### config.mk
export PLATFORM = sky130hd
export DESIGN_NAME = uart_tx_framer
export DESIGN_NICKNAME = d
export VERILOG_FILES = /design/src/rtl/uart_tx_framer.sv
export SDC_FILE = /design/constraint.sdc
export NUM_CORES = 1
export LEC_CHECK = 0
export CAP_MARGIN = 15
export CORE_ASPECT_RATIO = 1.4
export CORE_MARGIN = 4
export CORE_UTILIZATION = 62
export CTS_BUF_LIST = sky130_fd_sc_hd__clkbuf_16
export DETAILED_ROUTE_END_ITERATION = 8
export GPL_TIMING_DRIVEN = 0
export PLACE_DENSITY = 0.8
export SETUP_SLACK_MARGIN = 0.1
export SLEW_MARGIN = 20
export SYNTH_ARGS = -nofsm -noshare
export SYNTH_HDL_FRONTEND = slang
export SYNTH_SLANG_ARGS = --single-unit
### constraint.sdc
create_clock -name clk -period 5.5 [get_ports clk]
set_input_delay 1.1 -clock clk [delete_from_list [all_inputs] [get_ports clk]]
set_output_delay 1.1 -clock clk [all_outputs]
set_load 0.01 [all_outputs]
### src/rtl/uart_tx_framer.sv
// UART transmitter: one frame per rising edge of tx_en, LSB first, one-entry holding buffer.
// Define UART_TX_PARITY_EN to insert an even-parity bit (8E1 instead of 8N1).
module uart_tx_framer #(
    parameter int CLKS_PER_BIT = 5208,
    parameter int CNT_W        = 13
) (
    input  logic       clk,
    input  logic       reset,
    input  logic       tx_en,
    input  logic [7:0] data_in,
    output logic       tx,
    output logic       busy,
    output logic       done,
    output logic       overrun
);

`ifdef UART_TX_PARITY_EN
    typedef enum logic [2:0] {IDLE, START, DATA, PARITY, STOP} state_t;
`else
    typedef enum logic [2:0] {IDLE, START, DATA, STOP} state_t;
`endif

    localparam logic [CNT_W-1:0] CNT_LAST = CNT_W'(CLKS_PER_BIT - 1);

    state_t           state_q, state_d;
    logic [CNT_W-1:0] cnt_q, cnt_d;
    logic [2:0]       bit_idx_q, bit_idx_d;
    logic [7:0]       shift_q, shift_d;
    logic [7:0]       buf_q, buf_d;
    logic             buf_full_q, buf_full_d;
    logic             tx_en_d_q;
    logic             tx_q, tx_d;
    logic             busy_q, busy_d;
    logic             done_q, done_d;
    logic             overrun_q, overrun_d;
`ifdef UART_TX_PARITY_EN
    logic             par_q, par_d;
`endif

    logic       rise;
    logic       bit_end;
    logic       load;
    logic       reload;
    logic [7:0] load_byte;

    assign rise = tx_en & ~tx_en_d_q;

    always_comb begin
        state_d    = state_q;
        bit_idx_d  = bit_idx_q;
        shift_d    = shift_q;
        buf_d      = buf_q;
        buf_full_d = buf_full_q;
        overrun_d  = 1'b0;
        load       = 1'b0;
        reload     = 1'b0;
        load_byte  = data_in;
        bit_end    = (cnt_q == CNT_LAST);
`ifdef UART_TX_PARITY_EN
        par_d      = par_q;
`endif

        if (state_q == IDLE) begin
            cnt_d = '0;
        end else begin
            cnt_d = bit_end ? '0 : cnt_q + CNT_W'(1);
        end

        case (state_q)
            IDLE: begin
                bit_idx_d = '0;
                if (rise) begin
                    load      = 1'b1;
                    load_byte = data_in;
                    state_d   = START;
                end else if (buf_full_q) begin
                    load       = 1'b1;
                    load_byte  = buf_q;
                    buf_full_d = 1'b0;
                    state_d    = START;
                end
            end
            START: begin
                if (bit_end) begin
                    bit_idx_d = '0;
                    state_d   = DATA;
                end
            end
            DATA: begin
                if (bit_end) begin
                    shift_d   = shift_q >> 1;
                    bit_idx_d = bit_idx_q + 3'd1;
                    if (bit_idx_q == 3'd7) begin
`ifdef UART_TX_PARITY_EN
                        state_d = PARITY;
`else
                        state_d = STOP;
`endif
                    end
                end
            end
`ifdef UART_TX_PARITY_EN
            PARITY: begin
                if (bit_end) begin
                    state_d = STOP;
                end
            end
`endif
            STOP: begin
                if (bit_end) begin
                    if (buf_full_q) begin
                        load       = 1'b1;
                        load_byte  = buf_q;
                        buf_full_d = 1'b0;
                        reload     = 1'b1;
                        state_d    = START;
                    end else begin
                        state_d = IDLE;
                    end
                end
            end
            default: state_d = IDLE;
        endcase

        // A request landing on the buffer-reload cycle refills the slot just vacated.
        if (rise && (state_q != IDLE)) begin
            if (!buf_full_q || reload) begin
                buf_d      = data_in;
                buf_full_d = 1'b1;
            end else begin
                overrun_d = 1'b1;
            end
        end

        if (load) begin
            shift_d = load_byte;
`ifdef UART_TX_PARITY_EN
            par_d   = ^load_byte;
`endif
        end

        case (state_d)
            START:   tx_d = 1'b0;
            DATA:    tx_d = shift_d[0];
`ifdef UART_TX_PARITY_EN
            PARITY:  tx_d = par_d;
`endif
            default: tx_d = 1'b1;
        endcase

        busy_d = (state_d != IDLE) | buf_full_d;
        done_d = (state_d == STOP) && (cnt_d == CNT_LAST);
    end

    // The edge register follows tx_en through reset so a button held across reset sends nothing.
    always_ff @(posedge clk) begin
        if (reset) begin
            state_q    <= IDLE;
            cnt_q      <= '0;
            bit_idx_q  <= '0;
            shift_q    <= '0;
            buf_q      <= '0;
            buf_full_q <= 1'b0;
            tx_en_d_q  <= tx_en;
            tx_q       <= 1'b1;
            busy_q     <= 1'b0;
            done_q     <= 1'b0;
            overrun_q  <= 1'b0;
`ifdef UART_TX_PARITY_EN
            par_q      <= 1'b0;
`endif
        end else begin
            state_q    <= state_d;
            cnt_q      <= cnt_d;
            bit_idx_q  <= bit_idx_d;
            shift_q    <= shift_d;
            buf_q      <= buf_d;
            buf_full_q <= buf_full_d;
            tx_en_d_q  <= tx_en;
            tx_q       <= tx_d;
            busy_q     <= busy_d;
            done_q     <= done_d;
            overrun_q  <= overrun_d;
`ifdef UART_TX_PARITY_EN
            par_q      <= par_d;
`endif
        end
    end

    assign tx      = tx_q;
    assign busy    = busy_q;
    assign done    = done_q;
    assign overrun = overrun_q;

endmodule
# ---- Yosys cells after proc, flatten, opt, wreduce, memory -nomap -nowiden
# Cells that the tools add are included.
dict set report totals {
  ff_bits 41
  inputBits 11
  output_inout_bits 4
  word_cells 75
}
dict set report op_classes {
  add_sub_neg 2
  eq_ne 11
  mux 32
  bitwise 4
  n_reduce_logical 14
}
# operator count
set op_table {}
lappend op_table {{2-to-1 mux 8 bit} 6}
lappend op_table {{== test 13 bit, second input constant} 2}
lappend op_table {{2-to-1 mux 13 bit} 2}
lappend op_table {{2-to-1 mux 3 bit} 8}
lappend op_table {{case mux 8 bit (2 select lines)} 1}
lappend op_table {{adder 13 x 1 -> 13 bit, second input constant} 1}
lappend op_table {{== test 3 x 2 -> 1 bit, second input constant} 4}
lappend op_table {{case mux 3 bit (4 select lines)} 1}
lappend op_table {{2-to-1 mux 1 bit} 10}
lappend op_table {{case mux 3 bit (3 select lines)} 1}
lappend op_table {{nonzero test 3 bit} 3}
lappend op_table {{== test 3 x 1 -> 1 bit, second input constant} 2}
lappend op_table {{case mux 1 bit (2 select lines)} 3}
lappend op_table {{!= test 2 bit, second input constant} 2}
lappend op_table {{AND reduction 2 bit} 2}
lappend op_table {{nonzero test 2 bit} 2}
lappend op_table {{adder 3 x 1 -> 3 bit, second input constant} 1}
lappend op_table {{== test 3 bit, second input constant} 1}
lappend op_table {{logical NOT 3 bit} 1}
lappend op_table {{AND reduction 3 bit} 1}
lappend op_table {{logical AND 1 bit} 2}
lappend op_table {{inverter 1 bit} 2}
lappend op_table {{OR reduction 2 bit} 1}
lappend op_table {{AND 1 bit} 1}
lappend op_table {{other kinds (3)} 3}

# ---- Logic depth before layout (Yosys ltp)
# Gate-level depths: netlist (run 1).
dict set report depth {
  ltp_word 7
  depth_mapped 7
  ltp_nobuf 6
}

# ---- Worst setup path before layout (run 1)
# Ideal clock, no wire load.
dict set report synth_timing {
  path_kind {input to register}
  startpoint {in tx_en}
  endpoint {reg shift_q[0]}
  setup_ns 0.088
  arrival_time_ns 2.244
  required_time_ns 5.412
  slack_ns 3.168
  path_stages 6
  path_buffers 1
  path_cell_list {nor2b_1 > clkbuf_1 > nor3_1 > o21ai_0 > nand2_1 > a311oi_2}
}
dict set report synth_between {
  elab_chain_cells 4
  word_cells_on_any_way 6
  cone_classes {mux: 5; bitwise: 1}
}
# item line_no
set synth_lines {}
lappend synth_lines {{start, declared} 9} ;# input logic tx_en,
lappend synth_lines {{AND 1 bit (*)} 46} ;# assign rise = tx_en & ~tx_en_d_q;
lappend synth_lines {{2-to-1 mux 8 bit / 2-to-1 mux 1 bit (equally long branches)} 72} ;# if (rise) begin
lappend synth_lines {{case mux 8 bit (2 select lines) / case mux 1 bit (2 select lines) (equally long branches)} 69} ;# case (state_q)
lappend synth_lines {{2-to-1 mux 8 bit (*)} 135} ;# if (load) begin
lappend synth_lines {{end signal, assigned} 176} ;# shift_q <= shift_d;
lappend synth_lines {{end, declared} 28} ;# logic [7:0] shift_q, shift_d;
# Mark *: on every way between the ends. The rest lies on a longest branch, timed or not.
# A chain may end at the register's enable or synchronous reset.

# ---- Worst setup path in the final report (run 1)
dict set report layout_timing {
  startpoint {in tx_en}
  endpoint {reg shift_q[3]}
}
dict set report layout_between {
  elab_chain_cells 5
  word_cells_on_any_way 9
  cone_classes {mux: 5; bitwise: 1; reduce/logical: 3}
}
# item line_no
set layout_lines {}
lappend layout_lines {{AND 1 bit (*)} 46}
lappend layout_lines {{2-to-1 mux 1 bit} 72}
lappend layout_lines {{case mux 1 bit (2 select lines)} 69}
lappend layout_lines {{nonzero test 2 bit (no line)} -}
lappend layout_lines {{AND reduction 2 bit (no line)} -}
# Marked as above.

==> run metrics, run 1 <==
status=finished clean; Worst Tran Pin Value=slightly above 0.8 ns; Area contributors post-synth=dfxtp_1 (39%), nor2_1 (6.7%), nand2_1 (4.5%), mux2i_1 (4.3%), xor2_1 (2.9%); Vias/cell=about 6.0; TritonRoute pass-1 iters=4; Die Area=4370 µm²; CTS clk-pin slew, worst paths=0.06 ns; Resized cells post-CTS=0; layout cells sized above 1=roughly 9.1%; first-pass GRT wire length=~8000 µm; clk buf depth=2; post-DP HPWL=3330 µm; Peak VDD IR=0.000235 V; Setup violations, final=0; CTS Hold Bufs=0; Mean Syn Cell Area=between 8 and 9 µm²; Hold Path Origin=buf_q[7]$_SDFFE_PP0P_; Routability Congestion=between 0.9 and 1; Setup crit start kind=input pin; CP endpoint kind=register; PwrDens=~290 nW/µm²; CTS tree=done; routed via count=1,818; Mapped Area=between 2000 and 2500 µm²; Finished Layout Cells=302; Post-Route WL=4630 µm; Initial Utilization=~66%; Tot Pwr=about 0.70 mW; pin count of the biggest net entering global routing=14; top-count cell post-synth=dfxtp_1; Ports=15; Worst Path Required=5.68 ns; FF+latch count, synth=between 40 and 50; Final ANT Viol Nets=0; Residual DRC=0; initial antenna violation count=0; clk sinks=~40; Yosys Warn Count=0; H-tree depth=2; Slew headroom=a little under half; RSZ-0062 raised after global routing=false; Worst Hold Depth=2; Congestion Overflow GR=0; GRT Util Overall=between 20% and 30%; post-synthesis cell type count=53; top achievable clock speed=approximately 0.33 GHz; Placed Cells=between 200 and 300; die outline height=approximately 77 µm; Post-synth EDFFs=0; worst-path fanout max=8; Final nets=276; Post-synth top flop=dfxtp_1; FF-to-FF path depth=6; Fin Setup TNS=0 ns; sequential share of the synthesized area=just under 40%; share of flip-flops with an asynchronous set or reset=0%; Die W=57.0 µm; Clock Tree Root=clkbuf_16; reg2reg end=shift_q[6]$_SDFFE_PP0P_; Worst Path Arrival=about 3.2 ns; Num CTS Buffers=5; Max Cap Viol=0; cells after synthesis=about 240; hold crit path type=register to register; most frequent cells after synthesis=dfxtp_1 (41), nor2_1 (37), nand2_1 (25); area leader, netlist=dfxtp_1; initial DRC count=65; R2R Path Start=cnt_q[0]$_SDFF_PP0_; worst min-delay path endpoint=shift_q[7]$_SDFFE_PP0P_; number of port buffers=13; minimum clock period=2.99 ns; postcts setup bufs=0; vias in the first global route=1,757; period utilisation layout=54.4%; Critical Path Start=tx_en; Final Hold Fails=0; P_leak=just under 0.9 nW; worst-skew pair later-pin latency=just under 0.3 ns; Area growth, synth to finish=16.6%; syn nets=about 260; wire per inst=roughly 15 µm; reg2reg setup slack=between 3 and 4 ns; area of the core=3180 µm²; diode count=0; WS Path Type=input pin to register; row cnt=24; post-synth top area share=approximately two fifths; Setup Skew=0.00433 ns; Slew Limit Fails=0
[cell families after synthesis]
| logic type | Yosys count | share of synthesized area [%] |
|---|---|---|
| compound gates | 39 | 13.5 |
| simple gates | 114 | 29.8 |
| mux | 11 | 5.58 |
| fa+ha+maj | 4 | 2.28 |
| other cells | 1 | 0.180 |
| xor+xnor | 12 | 5.04 |
| flops | 41 | 39.4 |
| buf+inv | 20 | 4.26 |
[worst max path at each step]
stage | slack (ns) | cells past startpoint | end
global placement | 2.30 | 7 | shift_q[0]$_SDFF_PP0_
CTS | 2.48 | 7 | shift_q[3]$_SDFFE_PP0P_
floorplan | 3.17 | 6 | shift_q[0]$_SDFF_PP0_
detailed placement | 2.27 | 7 | shift_q[7]$_SDFFE_PP0P_
finish | 2.51 | 7 | shift_q[3]$_SDFFE_PP0P_
global route | 2.38 | 7 | shift_q[3]$_SDFFE_PP0P_
[layout make-up]
class                   instances  area (µm²)
fillers                       251         752
plain buffers                  15        70.1
well taps                      39        48.8
repair buffers                 13         130
multi-input cells             181        1180
flip-flops and latches         41         821
clock inverters                 3        41.3
clock buffers                   5         125
inverters                       5        18.8
[sequential cells by signal, indices dropped and copies added, names as in the netlist]
register	flops
buf_full_q	1
bit_idx_q	3
done	1
state_q	3
cnt_q	13
shift_q	8
overrun	1
buf_q	8
tx_en_d_q	1
tx	1
busy	1
[worst max-delay path: stages]
cell,delay [ns]
clkdlybuf4s50_1,0.47
nor2b_1,0.14
clkbuf_1,0.26
nor3_1,0.10
o21ai_0,0.66
nand2_1,0.12
a311oi_1,0.33
[routing by layer]
layer / wire length [µm] / part of all wire (%) / global-route usage [%]
met4: 178 / 3.8 / 12.5
met5: 0 / 0 / 0
met3: 181 / 3.9 / 6.27
met1: 1900 / 41 / 24.8
met2: 2370 / 51 / 40.6
[power breakdown]
group | switching, mW | leakage (nW) | internal [mW]
clock | 0.117 | 0.0775 | 0.212
sequential | 0.00481 | 0.334 | 0.307
combinational | 0.0298 | 0.468 | 0.0257
total | 0.152 | 0.879 | 0.545
[stage by stage]
step           instance area [µm²]  hold WS [ns]  util (%)  worst slack [ns]
5_1_grt                       2430         0.490      76.4              2.38
6_report                      2430         0.484      76.4              2.51
2_1_floorplan                 2090         0.437         -              3.17
3_3_place_gp                  2260         0.464      71.1              2.30
3_5_place_dp                  2260         0.471      71.1              2.27
4_1_cts                       2430         0.480      76.4              2.48
[placed cells by master, fill, tap and decap left out, types with 2 or more instances in the layout]
cell type and instances:
clkdlybuf4s50_1 13, xor2_1 7, nor4_4 2, xnor2_1 5
a211oi_1 4, nor2_1 37, a221oi_1 3, clkbuf_16 5
nand2b_1 2, nor2b_1 3, ha_1 3, nor4_2 2
or3_1 3, nand2_1 25, clkbuf_1 11, mux2i_1 9
a311oi_1 5, o21ai_0 9, buf_2 2, dfxtp_1 41
a21oi_1 8, nand4_1 4, and2b_1 3, and3_1 2
inv_1 5, nor3_1 6, nor4_1 4, nand3_1 9
and4_1 2
Note: power is estimated with default switching activity, not from simulation.
==> inputs of run 2 (changes only) <==
--- a/config.mk
+++ b/config.mk
@@ -8,11 +8,11 @@
 export CAP_MARGIN = 15
 export CORE_ASPECT_RATIO = 1.4
 export CORE_MARGIN = 4
-export CORE_UTILIZATION = 62
+export CORE_UTILIZATION = 58
 export CTS_BUF_LIST = sky130_fd_sc_hd__clkbuf_16
 export DETAILED_ROUTE_END_ITERATION = 8
 export GPL_TIMING_DRIVEN = 0
-export PLACE_DENSITY = 0.8
+export PLACE_DENSITY = 0.75
 export SETUP_SLACK_MARGIN = 0.1
 export SLEW_MARGIN = 20
 export SYNTH_ARGS = -nofsm -noshare
==> constraint.sdc (replaced) <==
create_clock -name clk -period 2.79 [get_ports clk]
set_input_delay 0.558 -clock clk [delete_from_list [all_inputs] [get_ports clk]]
set_output_delay 0.558 -clock clk [all_outputs]
set_load 0.01 [all_outputs]
==> run 2 against run 1 <==
Compared with the run above: non-clock buffer count unchanged; wire length is 3.2% higher; combinational power increased by 98%; final cell count is 0.33% higher; core utilization shrank 5.1 points; sequential share of layout area about the same; via count fell by 1.9%; clock power is 93% higher; sequential cell count unchanged; critical path type unchanged.
==> run metrics, run 2 (synthesis gave the netlist of run 1 again) <==
status=finished clean; Finished Layout Cells=just over 300; R2R Path Start=cnt_q[0]$_SDFF_PP0_; top achievable clock speed=0.418 GHz; Setup violations, final=0; Die Area=around 4600 µm²; clk buf depth=2; Ports=15; clock group share of total power=46.8%; Worst Path Arrival=approximately 2.6 ns; initial DRC count=35; period utilisation layout=between 80% and 90%; first-pass GRT wire length=between 8000 and 9000 µm; pin count of the biggest net entering global routing=13; Congestion Overflow GR=0; Max Cap Viol=0; post-DP HPWL=around 3300 µm; WS Path Type=input pin to register; Worst Hold Depth=2; Switching Power=a little under 0.3 mW; P_leak=just under 0.9 nW; Tot Pwr=around 1.4 mW; Setup crit start kind=input pin; initial antenna violation count=0; Initial Utilization=between 60% and 70%; commonest non-fill, non-tap cell in the layout=dfxtp_1; GRT Util Overall=between 20% and 30%; CTS clk-pin slew, worst paths=0.06 ns; Routability Congestion=slightly below 0.9; diode count=0; Final ANT Viol Nets=0; Peak VDD IR=between 0.0007 and 0.0008 V; CTS Hold Bufs=0; layout cells sized above 1=around 9%; share of power burned in registers=a little under half; Area growth, synth to finish=16.4%; Slew headroom=between 40 and 50%; Largest regs=cnt_q: 13 flops, buf_q: 8 flops, shift_q: 8 flops; Slew Limit Fails=0; wire per inst=15.8 µm; most frequent cells in the layout=dfxtp_1 (41), nor2_1 (37), nand2_1 (25), clkdlybuf4s50_1 (13), clkbuf_1 (11); routed via count=around 1,800; minimum clock period=between 2 and 2.5 ns; Biggest register=cnt_q; clk sinks=between 40 and 50; H-tree depth=2; Vias/cell=just under 6; row cnt=25; Post-Route WL=roughly 4800 µm; Worst Tran Pin Value=0.757 ns; hold crit path type=register to register; Fin Setup TNS=0 ns; worst-skew pair later-pin latency=roughly 0.28 ns; Critical Path Start=tx_en; Setup Skew=between 0.004 and 0.005 ns; Clock Tree Root=clkbuf_16; die outline height=between 70 and 80 µm; Placed Cells=a little under 300; Num CTS Buffers=5; design area=between 2000 and 2500 µm²; Hold Path Origin=bit_idx_q[1]$_SDFFE_PP0P_; area of the core=approximately 3400 µm²; Die W=58.7 µm; PwrDens=560 nW/µm²; postcts setup bufs=0; number of port buffers=13; CP endpoint kind=register; worst-path fanout max=8; FF-to-FF path depth=6; Final Hold Fails=0; vias in the first global route=between 1,500 and 2,000; switching part of the total=a little over a fifth; Final nets=roughly 280; P_int=1.07 mW; Worst Path Required=~3.0 ns; Largest register FFs=13; Logic pwr share=between 8 and 9%; RSZ-0062 raised after global routing=false; Residual DRC=0; placed cell area=~2300 µm²; TritonRoute pass-1 iters=4; hold_ws=about 0.48 ns; CTS tree=done; Resized cells post-CTS=0
run 2: final timing paths:
path,end,slack (ns)
max reg2reg,shift_q[6]$_SDFFE_PP0P_,0.41
max,shift_q[0]$_SDFF_PP0_,0.40
min,bit_idx_q[1]$_SDFFE_PP0P_,0.48
min reg2reg,bit_idx_q[1]$_SDFFE_PP0P_,0.48
run 2: per-layer routing:
layer | share of wire (%) | track usage (%) | vias to the layer above
li1 | - | - | 899
met1 | 39 | 24.6 | 844
met2 | 55 | 44.1 | 28
met3 | 3.0 | 4.88 | 12
met4 | 2.7 | 12.0 | 0
met5 | 0 | 0 | -
run 2: final cells by class:
type	count	area [µm²]
fill	291	981
buffer	15	70.1
clock buffer	5	125
tap	40	50.0
sequential	41	821
timing repair buffer	13	130
multi-input combinational	181	1180
inverter	5	18.8
clock inverter	3	37.5
run 2: critical path, cell delays in order:
cell,delay [ns]
clkdlybuf4s50_1,0.46
nor2b_1,0.12
clkbuf_1,0.29
nor3_1,0.10
o21ai_0,0.62
nand2_1,0.16
a311oi_2,0.27
run 2: stage by stage:
stage               utilization [%]  setup slack [ns]
floorplan                         -             0.726
global route                   71.2             0.166
detailed placement             66.5             0.150
global placement               66.5             0.152
CTS                            71.2             0.418
finish                         71.2             0.399
run 2: power by group through the flow:
stage | sequential [mW] | combinational, mW | clock (mW)
floorplan | 0.625 | 0.0730 | 0
global placement | 0.626 | 0.107 | 0
detailed placement | 0.627 | 0.109 | 0
CTS | 0.614 | 0.110 | 0.641
global route | 0.616 | 0.123 | 0.673
finish | 0.614 | 0.110 | 0.636
